$ cat config.mk
export PLATFORM = sky130hd
export DESIGN_NAME = led_display_driver
export DESIGN_NICKNAME = d
export VERILOG_FILES = /design/src/rtl/led_display_driver.sv
export SDC_FILE = /design/constraint.sdc
export NUM_CORES = 1
export LEC_CHECK = 0
export CAP_MARGIN = 20
export CORE_MARGIN = 5
export CORE_UTILIZATION = 59
export DETAILED_ROUTE_END_ITERATION = 16
export DONT_BUFFER_PORTS = 1
export MAX_ROUTING_LAYER = met4
export PLACE_DENSITY = 0.75
export SLEW_MARGIN = 5
export SYNTH_ARGS = -nofsm -noshare
export SYNTH_HDL_FRONTEND = slang
export SYNTH_SLANG_ARGS = --single-unit
$ cat constraint.sdc
create_clock -name clk -period 3.8 [get_ports clk]
set_input_delay 0.19 -clock clk [delete_from_list [all_inputs] [get_ports clk]]
set_output_delay 0.19 -clock clk [all_outputs]
set_load 0.01 [all_outputs]
$ cat src/rtl/led_display_driver.sv
// LED display driver: selects a 10-LED pattern (binary, thermometer, scan or
// off), gates it with a frame-based PWM brightness signal and registers the
// result onto the LED pins. Brightness and mode are captured only at frame
// boundaries so a frame is never drawn with a mixture of settings.
module led_display_driver #(
    parameter int PWM_BITS = 8
) (
    input  logic                clk,
    input  logic                reset,
    input  logic [9:0]          value,
    input  logic                value_valid,
    input  logic [1:0]          mode,
    input  logic [PWM_BITS-1:0] duty,
    output logic [9:0]          led,
    output logic                frame_done
);

    typedef enum logic [1:0] {
        SCAN_UP   = 2'b00,
        SCAN_DOWN = 2'b01
    } scan_state_t;

    localparam logic [1:0]          MODE_BINARY  = 2'd0;
    localparam logic [1:0]          MODE_THERMO  = 2'd1;
    localparam logic [1:0]          MODE_SCAN    = 2'd2;
    localparam logic [PWM_BITS-1:0] PWM_MAX      = '1;
    localparam logic [3:0]          POS_LAST     = 4'd9;

    logic [PWM_BITS-1:0] pwm_cnt;
    logic [PWM_BITS-1:0] duty_reg;
    logic [1:0]          mode_reg;
    logic [9:0]          value_reg;
    logic [3:0]          pos;
    logic [3:0]          pos_next;
    scan_state_t         state;
    scan_state_t         state_next;
    logic                frame_bound;
    logic                pwm_on;
    logic                scan_step;
    logic [9:0]          pattern;
    logic [9:0]          thermo_pat;

    assign frame_bound = (pwm_cnt == PWM_MAX);
    assign pwm_on      = (pwm_cnt < duty_reg);
    assign scan_step   = value_valid && (mode_reg == MODE_SCAN);

    // Free-running PWM counter that defines the frame period.
    always_ff @(posedge clk or negedge reset) begin
        if (!reset) begin
            pwm_cnt <= '0;
        end else begin
            pwm_cnt <= pwm_cnt + 1'b1;
        end
    end

    // Capture brightness and mode at the frame boundary and flag the new frame.
    always_ff @(posedge clk or negedge reset) begin
        if (!reset) begin
            duty_reg   <= '0;
            mode_reg   <= MODE_BINARY;
            frame_done <= 1'b0;
        end else begin
            frame_done <= frame_bound;
            if (frame_bound) begin
                duty_reg <= duty;
                mode_reg <= mode;
            end
        end
    end

    // Latch each new upstream value whatever mode is showing.
    always_ff @(posedge clk or negedge reset) begin
        if (!reset) begin
            value_reg <= '0;
        end else if (value_valid) begin
            value_reg <= value;
        end
    end

    // Scan position and direction registers.
    always_ff @(posedge clk or negedge reset) begin
        if (!reset) begin
            state <= SCAN_UP;
            pos   <= '0;
        end else begin
            state <= state_next;
            pos   <= pos_next;
        end
    end

    // Bounce the scan position between 0 and 9; corrupted state restarts at 0.
    always_comb begin
        state_next = state;
        pos_next   = pos;
        case (state)
            SCAN_UP: begin
                if (pos > POS_LAST) begin
                    state_next = SCAN_UP;
                    pos_next   = '0;
                end else if (scan_step) begin
                    if (pos == POS_LAST) begin
                        state_next = SCAN_DOWN;
                        pos_next   = POS_LAST - 4'd1;
                    end else begin
                        pos_next   = pos + 4'd1;
                    end
                end
            end
            SCAN_DOWN: begin
                if (pos > POS_LAST) begin
                    state_next = SCAN_UP;
                    pos_next   = '0;
                end else if (scan_step) begin
                    if (pos == 4'd0) begin
                        state_next = SCAN_UP;
                        pos_next   = 4'd1;
                    end else begin
                        pos_next   = pos - 4'd1;
                    end
                end
            end
            default: begin
                state_next = SCAN_UP;
                pos_next   = '0;
            end
        endcase
    end

    // Thermometer bar: LED i lights when the top nibble exceeds i, so values
    // of ten or more naturally saturate to a full bar.
    always_comb begin
        thermo_pat = '0;
        for (int i = 0; i < 10; i++) begin
            thermo_pat[i] = (4'(i) < value_reg[9:6]);
        end
    end

    // Choose the pattern for the mode captured at the last frame boundary.
    always_comb begin
        pattern = '0;
        case (mode_reg)
            MODE_BINARY: pattern = value_reg;
            MODE_THERMO: pattern = thermo_pat;
            MODE_SCAN:   pattern = 10'(1) << pos;
            default:     pattern = '0;
        endcase
    end

    // Register the PWM-gated pattern onto the LED pins.
    always_ff @(posedge clk or negedge reset) begin
        if (!reset) begin
            led <= '0;
        end else begin
            led <= pattern & {10{pwm_on}};
        end
    end

endmodule

== Yosys cells after proc, flatten, opt, wreduce, memory -nomap -nowiden ==
Cells that the tools add are included.
W data, S select, Z words.

* Register bits after elaboration: 45
* Word-level logic and storage cells: 55

* Add/sub/neg operators: 3
* $lt $le $gt $ge: 12
* Equal/unequal tests: 9
* Shifts and indexed selects: 1
* Multiplexer cells: 15
* Bitwise operators: 1
* Reduce and logical (&&, ||, !) cells: 6

{| class="wikitable"
|+ Operator list
! kind !! count
|-
| $pmux W10 S3 || 1
|-
| $mux W4 || 6
|-
| $lt A3 B4 Y1 const A || 4
|-
| $mux W2 || 6
|-
| $ne A3 B3 Y1 const B || 4
|-
| $and A10 B10 Y10 || 1
|-
| $shl A1 B4 Y10 const A || 1
|-
| $add A8 B1 Y8 const B || 1
|-
| $eq A8 B8 Y1 const B || 1
|-
| $lt A1 B4 Y1 const A || 2
|-
| $lt A2 B4 Y1 const A || 2
|-
| $lt A4 B4 Y1 const A || 2
|-
| $lt A8 B8 Y1 || 1
|-
| $pmux W4 S2 || 1
|-
| $add A4 B1 Y4 const B || 1
|-
| $eq A2 B1 Y1 const B || 2
|-
| $eq A4 B4 Y1 const B || 1
|-
| $gt A4 B4 Y1 const B || 1
|-
| $logic_not A2 Y1 || 2
|-
| $logic_not A4 Y1 || 1
|-
| $pmux W2 S2 || 1
|-
| $reduce_and A4 Y1 || 1
|-
| $sub A4 B1 Y4 const B || 1
|-
| $eq A2 B2 Y1 const B || 1
|-
| 2 further kinds || 2
|}

== Depth between registers and ports, before layout ==
Gate-level depths: netlist (run 1).

* Word-level depth: 5
* Gate-level depth with buffers: 7

== Worst setup path after synthesis (run 1) ==
No wires, ideal clock.

* Path kind: reg-to-reg
* Start: register pos[0]
* End: register pos[2]
* Library setup time: 0.077 ns
* Arrival: 1.716 ns
* Data required time: 3.723 ns
* Path slack: 2.007 ns
* Stages on the path, launching flop included: 8
* Buffers on the path: 2
* Clock period less this slack: 1.793 ns
* Cells stage by stage: dfrtp_1 > clkbuf_1 > clkbuf_1 > and2_1 > ha_1 > nor2b_1 > o32a_1 > a21oi_1

* Word-level cells in the longest chain between the ends: 5

{| class="wikitable"
|+ Ends and longest elaborated chain
! element !! line !! text
|-
| from (decl) || 33 || <nowiki>logic [3:0] pos;</nowiki>
|-
| from (signal assigned) || 87 || <nowiki>pos <= pos_next;</nowiki>
|-
| $sub A4 B1 Y4 (tied with other cells) || 118 || <nowiki>pos_next = pos - 4'd1;</nowiki>
|-
| $mux W4 (on tied branches) || 114, 101 ||
|-
| $mux W4 (on tied branches) || 113, 100 ||
|-
| $mux W4 (on tied branches) || 110, 97 ||
|-
| $pmux W4 S2 || 95 || <nowiki>case (state)</nowiki>
|}

Parallel ways exist; a longest one is shown, timed or not. The select of a mux whose other input is x is not followed.
A chain may end at the register's enable or synchronous reset.

== Final worst setup path (run 1) ==
* Start: register pwm_cnt[0]
* End: register mode_reg[0]

* Word-level cells in the longest chain between the ends: 1

{| class="wikitable"
|+ Ends and longest elaborated chain
! element !! line !! text
|-
| from (decl) || 29 || <nowiki>logic [PWM_BITS-1:0] pwm_cnt;</nowiki>
|-
| from (signal assigned) || 52 || <nowiki>pwm_cnt <= pwm_cnt + 1'b1;</nowiki>
|-
| $eq A8 B8 Y1 || 43 || <nowiki>assign frame_bound = (pwm_cnt == PWM_MAX);</nowiki>
|-
| to (signal assigned) || 66 || <nowiki>mode_reg <= mode;</nowiki>
|-
| to (decl) || 31 || <nowiki>logic [1:0] mode_reg;</nowiki>
|}

No other way between the ends.

==> run_results.csv, run 1 <==
group,metric,value,unit
status,status,"finished, final reports clean",
routing,drtIter0Drc,116,
min_path,hold_path_depth,2,
placed_design,place_congestion,0.884,
cts,postCtsHoldBufs,3,
worst_setup_path,crit_cells,4,
yosys,synth_xor_area_frac,0.0310,
floorplan,dieArea,5160,µm²
power_and_ir_drop,pwr_density_cell,368,nW/µm²
routing,ant_nets,0,
yosys,synth_top_area_share,0.488,
worst_setup_path,timing.rr.start,"pwm_cnt[0]",
yosys,synthSimpleGateAreaFrac,0.150,
routing,avgRoutedWirePerCell,16.5,µm
cts,cts_sinks,44,
routing,drcViolationCount,0,
timing,relSlewSlack,0.396,
global_route,grt_pass1_wl,7340,µm
worst_setup_path,cpPeakStageDelay,0.70,ns
timing,rsz0062_at_grt,"false",
worst_setup_path,cp.arrival,2.17,ns
timing,finalHoldViolCount,0,
worst_setup_path,worstPathCellList,"ha_1 -> nand3_1 -> nor2_1 -> mux2_2",
worst_setup_path,cp-start-kind,"register",
timing,finClkSkew,0.00716,ns
yosys,syn_inst,207,
yosys,synth_warnings,0,
timing,worstMarginPinSlew,0.902,ns
floorplan,coreArea,3690,µm²
global_route,overflow,0,
yosys,yosysTopAreaCell,"dfrtp_1",
yosys,synth_nets,240,
worst_setup_path,cp.buffers_inverters,0,
placed_design,dpl.hpwl,2950,µm
power_and_ir_drop,vdd_ir_drop_max,0.294,mV
routing,drtPass1Iterations,4,
yosys,synthAdderAreaFrac,0.0554,
worst_setup_path,worstSetupPathType,"reg -> reg",
global_route,grt_util_all_layers,0.191,
cts,numCtsBuffers,5,
timing,drv_slew,0,
global_route,gr-usage-met1,0.245,
cts,cts_tree,"yes",
yosys,synth.cell_area,2260,µm²
finish,finalInstanceArea,2420,µm²
floorplan,die_x,71.9,µm
global_route,first_global_vias,1494,
timing,clock.fmax,505,MHz
worst_setup_path,rr_endpoint,"mode_reg[0]",
finish,num_antenna_cells,0,
cts,cts_root_buf,"clkbuf_8",
finish,drive_above_1_share,0.166,
yosys,muxShareOfSynthArea,0.0992,
floorplan,rows,22,
global_route,top_usage_layer,"met2",
floorplan,die_y,71.9,µm
floorplan,ios,34,
placed_design,dpl_cell_area,2260,µm²
worst_setup_path,crit_family,"simple AND/OR/NAND/NOR gates",
cts,cts_resized,0,
timing,setup_tns,0,ns
routing,finalWirelength,4180,µm
timing,setup_viol,0,
global_route,antenna_found_initial,0,
cts,worstSkewPairLatency,0.30,ns
floorplan,initial_utilization,0.612,
placed_design,port_buffers,0,
yosys,synth_area_leaders,"dfrtp_1 49%, mux2_2 9.5%, ha_1 5.5%",
cts,cts_max_level,2,
min_path,hp-class,"in -> reg",
worst_setup_path,worstSetupEndpointType,"register",
global_route,grt_util_met3,0.0561,
yosys,ys_seq_area_frac,0.488,
yosys,yosysUniqueCellTypes,45,
yosys,synth-compound-area-share,0.136,
yosys,ys_ff_latch,44,
worst_setup_path,cpMaxStageDelayCell,"nor2_1",
worst_setup_path,cp.required,3.99,ns
routing,dr_total_vias,1480,
yosys,synth_top_family_by_area,"simple AND/OR/NAND/NOR gates",
global_route,use_met2,0.288,
cts,clkTransAtPathRegs,0.09,ns
global_route,grt_max_degree,45,
worst_setup_path,reg2reg_slack,1.82,ns
worst_setup_path,cp-endpoint,"mode_reg[0]",
timing,fin_crit,1.98,ns
yosys,syn_avg_cell_area,10.9,µm²
finish,final_nets,237,
worst_setup_path,rr_worst_depth,4,
run,maxCapViolCount,0,
cts,postCtsSetupBuffers,0,
worst_setup_path,crit_start,"pwm_cnt[0]",
routing,vias_per_cell,5.85,
timing,period_share,0.521,
power_and_ir_drop,p_leak,1.06,nW
timing,fin_hold_ws,0.0252,ns
finish,area_growth,7.21,%
worst_setup_path,crit_fanout,11,
cts,cts.path.max_buffers,2,
## area by class of cell
type                       count  area (µm²)
clock buffer                   5        68.8
clock inverter                 3        46.3
fill                         320        1270
inverter                      10        37.5
multi-input combinational    140        1070
sequential                    44        1100
tap                           48        60.1
timing repair buffer           3        40.0
## kinds of logic after synthesis
family / after synthesis
AOI/OAI and AO/OA: 42
xor gates and xnor gates: 8
adders and majority gates: 10
buffers and inverters: 23
DFF: 44
muxes: 20
and+or+nand+nor: 60
## worst min-delay path by stage
stage	slack, ns	endpoint	start
after detailed placement	-0.10	duty_reg[4]	reset
after CTS	0.02	value_reg[9]	value_valid
after floorplan	-0.11	duty_reg[0]	reset
after global routing	0.01	value_reg[0]	value[0]
final	0.03	value_reg[9]	value_valid
after global placement	-0.10	duty_reg[4]	reset
## where the power goes
part	switching, mW	leakage [nW]	internal [mW]
clock network	0.164	0.0548	0.198
registers	0.0110	0.573	0.478
logic	0.0197	0.435	0.0202
total	0.195	1.06	0.696
## per-layer routing
metal,wire length [µm],vias to the layer above
li1,-,725
met1,1890,715
met4,73,0
met3,209,7
met5,0,-
met2,2000,33
## cell usage in the layout (no fill, tap or decap), drive strengths merged, types with 2 or more instances in the layout
cell and instances:
dlygate4sd3 2, and3b 2, nor3 3, a21oi 12
mux2 19, nand2b 8, clkbuf 5, nor3b 5
nor2 14, nor2b 3, xnor2 4, and2 2
ha 10, a211oi 3, o21a 4, nand2 8
nand3 7, inv 11, nand3b 3, xor2 4
o311a 2, o31a 3, dfrtp 44, o21ai 6
or4b 2
## worst register-to-register path, stage by stage, from the launching register on
cell and delay (ns):
dfrtp_1 0.39, ha_1 0.25, nand3_1 0.11, nor2_1 0.70
mux2_2 0.43
## through the flow
step	setup slack (ns)	cells	util	power, mW
floorplan	2.01	207	-	0.522
global placement	1.95	242	0.614	0.525
detailed placement	1.87	242	0.614	0.526
CTS	1.80	253	0.656	0.899
global route	1.68	253	0.656	0.932
finish	1.82	253	0.656	0.891
## cell usage after synthesis
cell,n
dfrtp_1,44
mux2_2,19
nor2_1,14
a21oi_1,12
ha_1,10
inv_1,9
clkbuf_1,8
nand2_1,8
nand2b_1,8
nand3_1,7
o21ai_0,6
nor3b_1,4
o21a_1,4
xnor2_1,4
xor2_1,4
a211oi_1,3
buf_2,3
nand3b_1,3
nor2b_1,3
nor3_1,3
o31a_1,3
and2_1,2
and3b_1,2
buf_1,2
o311a_1,2
a2111o_1,1
a21bo_2,1
a22o_1,1
a22oi_1,1
a311oi_1,1
a31oi_4,1
and3_1,1
inv_2,1
mux2i_1,1
nor3b_2,1
o211a_1,1
o211ai_1,1
o22ai_1,1
o32a_1,1
o32ai_1,1
o41ai_1,1
or2_2,1
or3_1,1
or4b_1,1
or4b_4,1
Note: power is estimated with default switching activity, not from simulation.
==> inputs of run 2 (changes only) <==
--- a/config.mk
+++ b/config.mk
@@ -7,11 +7,11 @@
 export LEC_CHECK = 0
 export CAP_MARGIN = 20
 export CORE_MARGIN = 5
-export CORE_UTILIZATION = 59
+export CORE_UTILIZATION = 56
 export DETAILED_ROUTE_END_ITERATION = 16
 export DONT_BUFFER_PORTS = 1
 export MAX_ROUTING_LAYER = met4
-export PLACE_DENSITY = 0.75
+export PLACE_DENSITY = 0.74
 export SLEW_MARGIN = 5
 export SYNTH_ARGS = -nofsm -noshare
 export SYNTH_HDL_FRONTEND = slang
==> constraint.sdc (replaced) <==
create_clock -name clk -period 1.7 [get_ports clk]
set_input_delay 0.085 -clock clk [delete_from_list [all_inputs] [get_ports clk]]
set_output_delay 0.085 -clock clk [all_outputs]
set_load 0.01 [all_outputs]
==> run 2 against run 1 <==
First-iteration DRC count is 41% higher; clock-buffer cell count rose by 3; via count rose by 9.7%; design area increased by 11%; combinational power rose to 3.5 times the previous value; clock power increased by 82%; setup slack worse by 1.7 ns.
==> run_results.csv, run 2 (same netlist as run 1, synthesis figures left out) <==
group,metric,value,unit
routing,ant_nets,0,
finish,drive_above_1_share,0.186,
power_and_ir_drop,power.total,1.89,mW
global_route,first_global_vias,1607,
worst_setup_path,cp.arrival,1.82,ns
floorplan,initial_utilization,0.573,
timing,finalHoldViolCount,0,
routing,finalWirelength,4690,µm
finish,area_growth,19.1,%
timing,setup_viol,0,
run,maxCapViolCount,0,
timing,relSlewSlack,0.685,
global_route,grt_pass1_wl,7560,µm
timing,fin_crit,1.63,ns
cts,cts_root_buf,"clkbuf_8",
timing,drv_slew,0,
placed_design,place_congestion,0.856,
worst_setup_path,worstSetupPathType,"reg -> reg",
finish,final_common_cell,"dfrtp_1",
worst_setup_path,cp.required,1.89,ns
cts,cts_sinks,44,
worst_setup_path,crit_fanout,5,
global_route,overflow,0,
finish,final_cell_mix,"44 x dfrtp_1, 22 x dlygate4sd3_1, 19 x mux2_2, 14 x nor2_1, 12 x a21oi_1",
global_route,grt_max_degree,45,
floorplan,ios,34,
timing,rsz0062_at_grt,"true",
cts,cts_tree,"yes",
routing,wl_met3,312,µm
timing,period_share,0.957,
global_route,antenna_found_initial,0,
min_path,hp-class,"in -> reg",
placed_design,dpl.hpwl,3120,µm
cts,worstSkewPairLatency,0.29,ns
floorplan,dieArea,5400,µm²
cts,clkTransAtPathRegs,0.08,ns
timing,worstMarginPinSlew,0.472,ns
worst_setup_path,worstSetupEndpointType,"register",
cts,cts.path.max_buffers,2,
timing,setup_ws,0.0729,ns
status,status,"finished, final reports clean",
floorplan,coreArea,3940,µm²
worst_setup_path,cp-start-kind,"register",
floorplan,die_x,73.5,µm
routing,top_layer,"met4",
finish,final_cells,286,
floorplan,die_y,73.5,µm
routing,met2_length,2260,µm
floorplan,rows,23,
placed_design,port_buffers,0,
placed_design,dp.cells,254,
timing,finClkSkew,0.00790,ns
power_and_ir_drop,vdd_ir_drop_max,0.616,mV
global_route,grt_util_all_layers,0.187,
cts,cts_max_level,2,
routing,dr_total_vias,1623,
power_and_ir_drop,pwr_density_cell,704,nW/µm²
routing,m1WireLength,2060,µm
cts,numCtsBuffers,5,
timing,clock.fmax,615,MHz
finish,num_antenna_cells,0,
routing,vias_per_cell,5.67,
power_and_ir_drop,p_leak,1.20,nW
finish,final.fill_count,283,
finish,final_nets,268,
routing,drtPass1Iterations,4,
routing,drcViolationCount,0,
placed_design,pre_cts_ws,0.0214,ns
routing,avgRoutedWirePerCell,16.4,µm
routing,drtIter0Drc,163,
-- run 2: changes by cell type in the layout (fill, tap and decap cells not counted) --
cell / change
o21ai_0: -1
o21ai_2: +1
dlygate4sd3_1: +20
clkbuf_1: +2
buf_4: +10
clkinvlp_4: -1
inv_6: -1
a31oi_2: +1
clkbuf_8: +1
bufinv_16: -1
-- run 2: repair_timing --
item                                    CTS  global route
gates resized for setup                   0             2
buffers inserted                          0             0
endpoints found under the setup margin    0             9
endpoints found under the hold margin    64             0
hold buffers                             23             0
-- run 2: worst max-delay path, stage by stage, from the launching register on --
cell	delay, ns
dfrtp_1	0.42
ha_1	0.31
nand2_1	0.08
nor2_1	0.32
a31oi_2	0.22
and2_1	0.18
-- run 2: worst paths after layout --
| check | from | cells past startpoint | to | slack, ns |
|---|---|---|---|---|
| setup / recovery | pwm_cnt[7] | 5 | led[6] | 0.07 |
| hold / removal | value_valid | 2 | pos[2] | 0.05 |
| setup reg to reg | pwm_cnt[7] | 5 | led[6] | 0.07 |
| hold reg to reg | pwm_cnt[0] | 1 | pwm_cnt[0] | 0.49 |
| max in group asynchronous | reset | 2 | value_reg[2] | 1.22 |
| min in group asynchronous | reset | 2 | pos[1] | 0.26 |
-- run 2: layout make-up --
class                           instances  area (µm²)  area share
Timing Repair Buffer                   33         315       0.117
Multi-Input combinational cell        141        1080       0.403
Tap cell                               50        62.6      0.0233
Clock buffer                            8        90.1      0.0335
Inverter                               10        37.5      0.0140
Sequential cell                        44        1100       0.409
-- run 2: power by group --
part / leakage [nW] / switching (mW) / internal, mW / total (mW)
combinational: 0.577 / 0.0616 / 0.0765 / 0.138
clock: 0.0455 / 0.328 / 0.332 / 0.659
sequential: 0.573 / 0.0268 / 1.07 / 1.10
total: 1.20 / 0.416 / 1.48 / 1.89
-- run 2: per-layer routing --
layer / GRT usage / up-vias
met5: - / -
met2: 0.288 / 49
li1: - / 786
met4: 0.0624 / 0
met3: 0.0369 / 6
met1: 0.247 / 782
-- run 2: metrics by stage --
step | hold slack (ns) | area, µm² | util | setup TNS, ns
6_report | 0.0547 | 2690 | 0.682 | 0
5_1_grt | 0.0813 | 2690 | 0.682 | -0.00256
4_1_cts | 0.0484 | 2670 | 0.678 | 0
3_5_place_dp | -0.209 | 2340 | 0.594 | 0
3_3_place_gp | -0.209 | 2340 | 0.594 | 0
2_1_floorplan | -0.211 | 2260 | - | 0
==> inputs of run 3 (changes only) <==
--- a/config.mk
+++ b/config.mk
@@ -7,11 +7,12 @@
 export LEC_CHECK = 0
 export CAP_MARGIN = 20
 export CORE_MARGIN = 5
-export CORE_UTILIZATION = 56
+export CORE_UTILIZATION = 59
+export CTS_CLUSTER_SIZE = 25
 export DETAILED_ROUTE_END_ITERATION = 16
 export DONT_BUFFER_PORTS = 1
 export MAX_ROUTING_LAYER = met4
-export PLACE_DENSITY = 0.74
+export PLACE_DENSITY = 0.75
 export SLEW_MARGIN = 5
 export SYNTH_ARGS = -nofsm -noshare
 export SYNTH_HDL_FRONTEND = slang
==> constraint.sdc (replaced) <==
create_clock -name clk -period 1.8 [get_ports clk]
set_input_delay 0.09 -clock clk [delete_from_list [all_inputs] [get_ports clk]]
set_output_delay 0.09 -clock clk [all_outputs]
set_load 0.01 [all_outputs]
==> run 3 against run 2 <==
Flip-flop and latch count unchanged; hold slack gained 0.0047 ns; die area down 4.4%; design area is 0.65% lower; setup slack better by 0.040 ns; critical path type unchanged; largest cell class unchanged.
==> run_results.csv, run 3 (same netlist as run 1, synthesis figures left out) <==
group,metric,value,unit
status,status,"finished, final reports clean",
placed_design,dp.cells,250,
cts,cts_max_level,2,
power_and_ir_drop,p_leak,1.18,nW
global_route,gr-usage-met1,0.255,
timing,fin_crit,1.69,ns
floorplan,initial_utilization,0.612,
timing,setup_tns,0,ns
power_and_ir_drop,pwr_density_cell,670,nW/µm²
finish,final_cell_mix,"44 x dfrtp_1, 22 x dlygate4sd3_1, 19 x mux2_2, 14 x nor2_1, 12 x a21oi_1",
power_and_ir_drop,vdd_ir_drop_max,0.665,mV
cts,clkTransAtPathRegs,0.08,ns
routing,drtIter0Drc,121,
timing,rsz0062_at_grt,"false",
run,maxCapViolCount,0,
timing,fin_hold_ws,0.0593,ns
floorplan,dieArea,5160,µm²
finish,drive_above_1_share,0.179,
power_and_ir_drop,p_int,1.39,mW
global_route,first_global_vias,1558,
worst_setup_path,worstPathCellList,"ha_1 -> a2111o_1 -> a31oi_2 -> and2_1",
worst_setup_path,crit_fanout,5,
timing,clock.fmax,593,MHz
timing,worstMarginPinSlew,0.489,ns
power_and_ir_drop,pwr-share-clk,0.351,
global_route,grt_util_met3,0.0435,
timing,setup_viol,0,
floorplan,coreArea,3690,µm²
routing,drtPass1Iterations,4,
worst_setup_path,worstSetupPathType,"reg -> reg",
power_and_ir_drop,p_seq_frac,0.578,
min_path,hp-class,"in -> reg",
global_route,use_met2,0.308,
routing,finalWirelength,4700,µm
routing,vias_per_cell,5.74,
cts,cts_sinks,44,
timing,period_share,0.937,
power_and_ir_drop,p_comb_frac,0.071,
worst_setup_path,rr_worst_depth,4,
min_path,hold_path_depth,2,
global_route,antenna_found_initial,0,
global_route,grt_pass1_wl,7580,µm
timing,finalHoldViolCount,0,
worst_setup_path,worstSetupEndpointType,"register",
finish,final_cells,282,
floorplan,die_x,71.9,µm
finish,final_nets,266,
finish,final_common_cell,"dfrtp_1",
global_route,grt_util_all_layers,0.196,
routing,ant_nets,0,
cts,worstSkewPairLatency,0.29,ns
floorplan,ios,34,
routing,drcViolationCount,0,
floorplan,die_y,71.9,µm
power_and_ir_drop,netSwitchingFraction,0.221,
power_and_ir_drop,p_sw,396,µW
placed_design,place_congestion,0.882,
global_route,overflow,0,
worst_setup_path,cp.required,2.03,ns
cts,cts_tree,"yes",
placed_design,dpl.hpwl,3150,µm
cts,cts.path.max_buffers,2,
finish,num_antenna_cells,0,
routing,dr_total_vias,1619,
cts,postCtsSetupBuffers,0,
worst_setup_path,cpMaxStageDelayCell,"a2111o_1",
global_route,grt_max_degree,45,
worst_setup_path,cp.arrival,1.91,ns
cts,numCtsBuffers,5,
floorplan,rows,22,
global_route,top_usage_layer,"met2",
timing,drv_slew,0,
routing,avgRoutedWirePerCell,16.7,µm
worst_setup_path,cp-start-kind,"register",
timing,finClkSkew,0.00616,ns
cts,cts_root_buf,"clkbuf_8",
placed_design,port_buffers,0,
worst_setup_path,cpPeakStageDelay,0.45,ns
timing,relSlewSlack,0.674,
finish,area_growth,18.3,%
-- run 3: changes by cell type in the layout (fill, tap and decap cells not counted) --
cell	change
clkinvlp_4	+1
o21ai_2	-1
buf_4	-2
o21ai_1	+1
clkbuf_1	-1
-- run 3: power groups by stage --
| stage | sequential [mW] | clock [mW] | combinational (mW) |
|---|---|---|---|
| 3_3_place_gp | 1.05 | 0 | 0.0571 |
| 6_report | 1.03 | 0.628 | 0.127 |
| 3_5_place_dp | 1.05 | 0 | 0.0593 |
| 4_1_cts | 1.03 | 0.645 | 0.127 |
| 2_1_floorplan | 1.04 | 0 | 0.0593 |
| 5_1_grt | 1.04 | 0.699 | 0.142 |
-- run 3: layout make-up --
type	count	area (µm²)
clock inverter	1	7.51
timing repair buffer	31	300
multi-input combinational	141	1080
fill	272	1020
sequential	44	1100
tap	48	60.1
clock buffer	7	86.3
inverter	10	37.5
-- run 3: worst max-delay path: cells and delay by family, from the launching register on --
kind            cells  cell delay (ns)
flops               1             0.41
compound gates      2             0.74
fa+ha+maj           1             0.30
simple gates        1             0.17
-- run 3: path summary, 6_finish.rpt --
| path | startpoint | to | slack (ns) |
|---|---|---|---|
| min in group asynchronous | reset | duty_reg[6] | 0.29 |
| worst max-delay path | pwm_cnt[1] | led[6] | 0.11 |
| worst min register to register | pwm_cnt[0] | pwm_cnt[0] | 0.49 |
| worst max register to register | pwm_cnt[1] | led[6] | 0.11 |
| max in group asynchronous | reset | led[5] | 1.31 |
| worst min-delay path | value_valid | pos[2] | 0.06 |
-- run 3: per-stage QoR --
step	power [mW]	util	setup slack [ns]	instance area, µm²
2_1_floorplan	1.10	-	0.00662	2260
3_3_place_gp	1.11	0.630	0.137	2320
3_5_place_dp	1.11	0.630	0.0920	2320
4_1_cts	1.81	0.721	0.0712	2660
5_1_grt	1.88	0.724	0.0416	2670
6_report	1.79	0.724	0.113	2670
-- run 3: repair_timing --
item	CTS	global route
gates resized for setup	0	1
endpoints found under the setup margin	0	1
hold buffers	23	0
endpoints found under the hold margin	64	0
-- run 3: metal layers --
metal | wire (µm) | up-vias | part of all wire
met5 | 0 | - | 0
met3 | 250 | 4 | 0.053
met4 | 32 | 0 | 0.0068
li1 | - | 786 | -
met2 | 2400 | 49 | 0.51
met1 | 2010 | 780 | 0.43
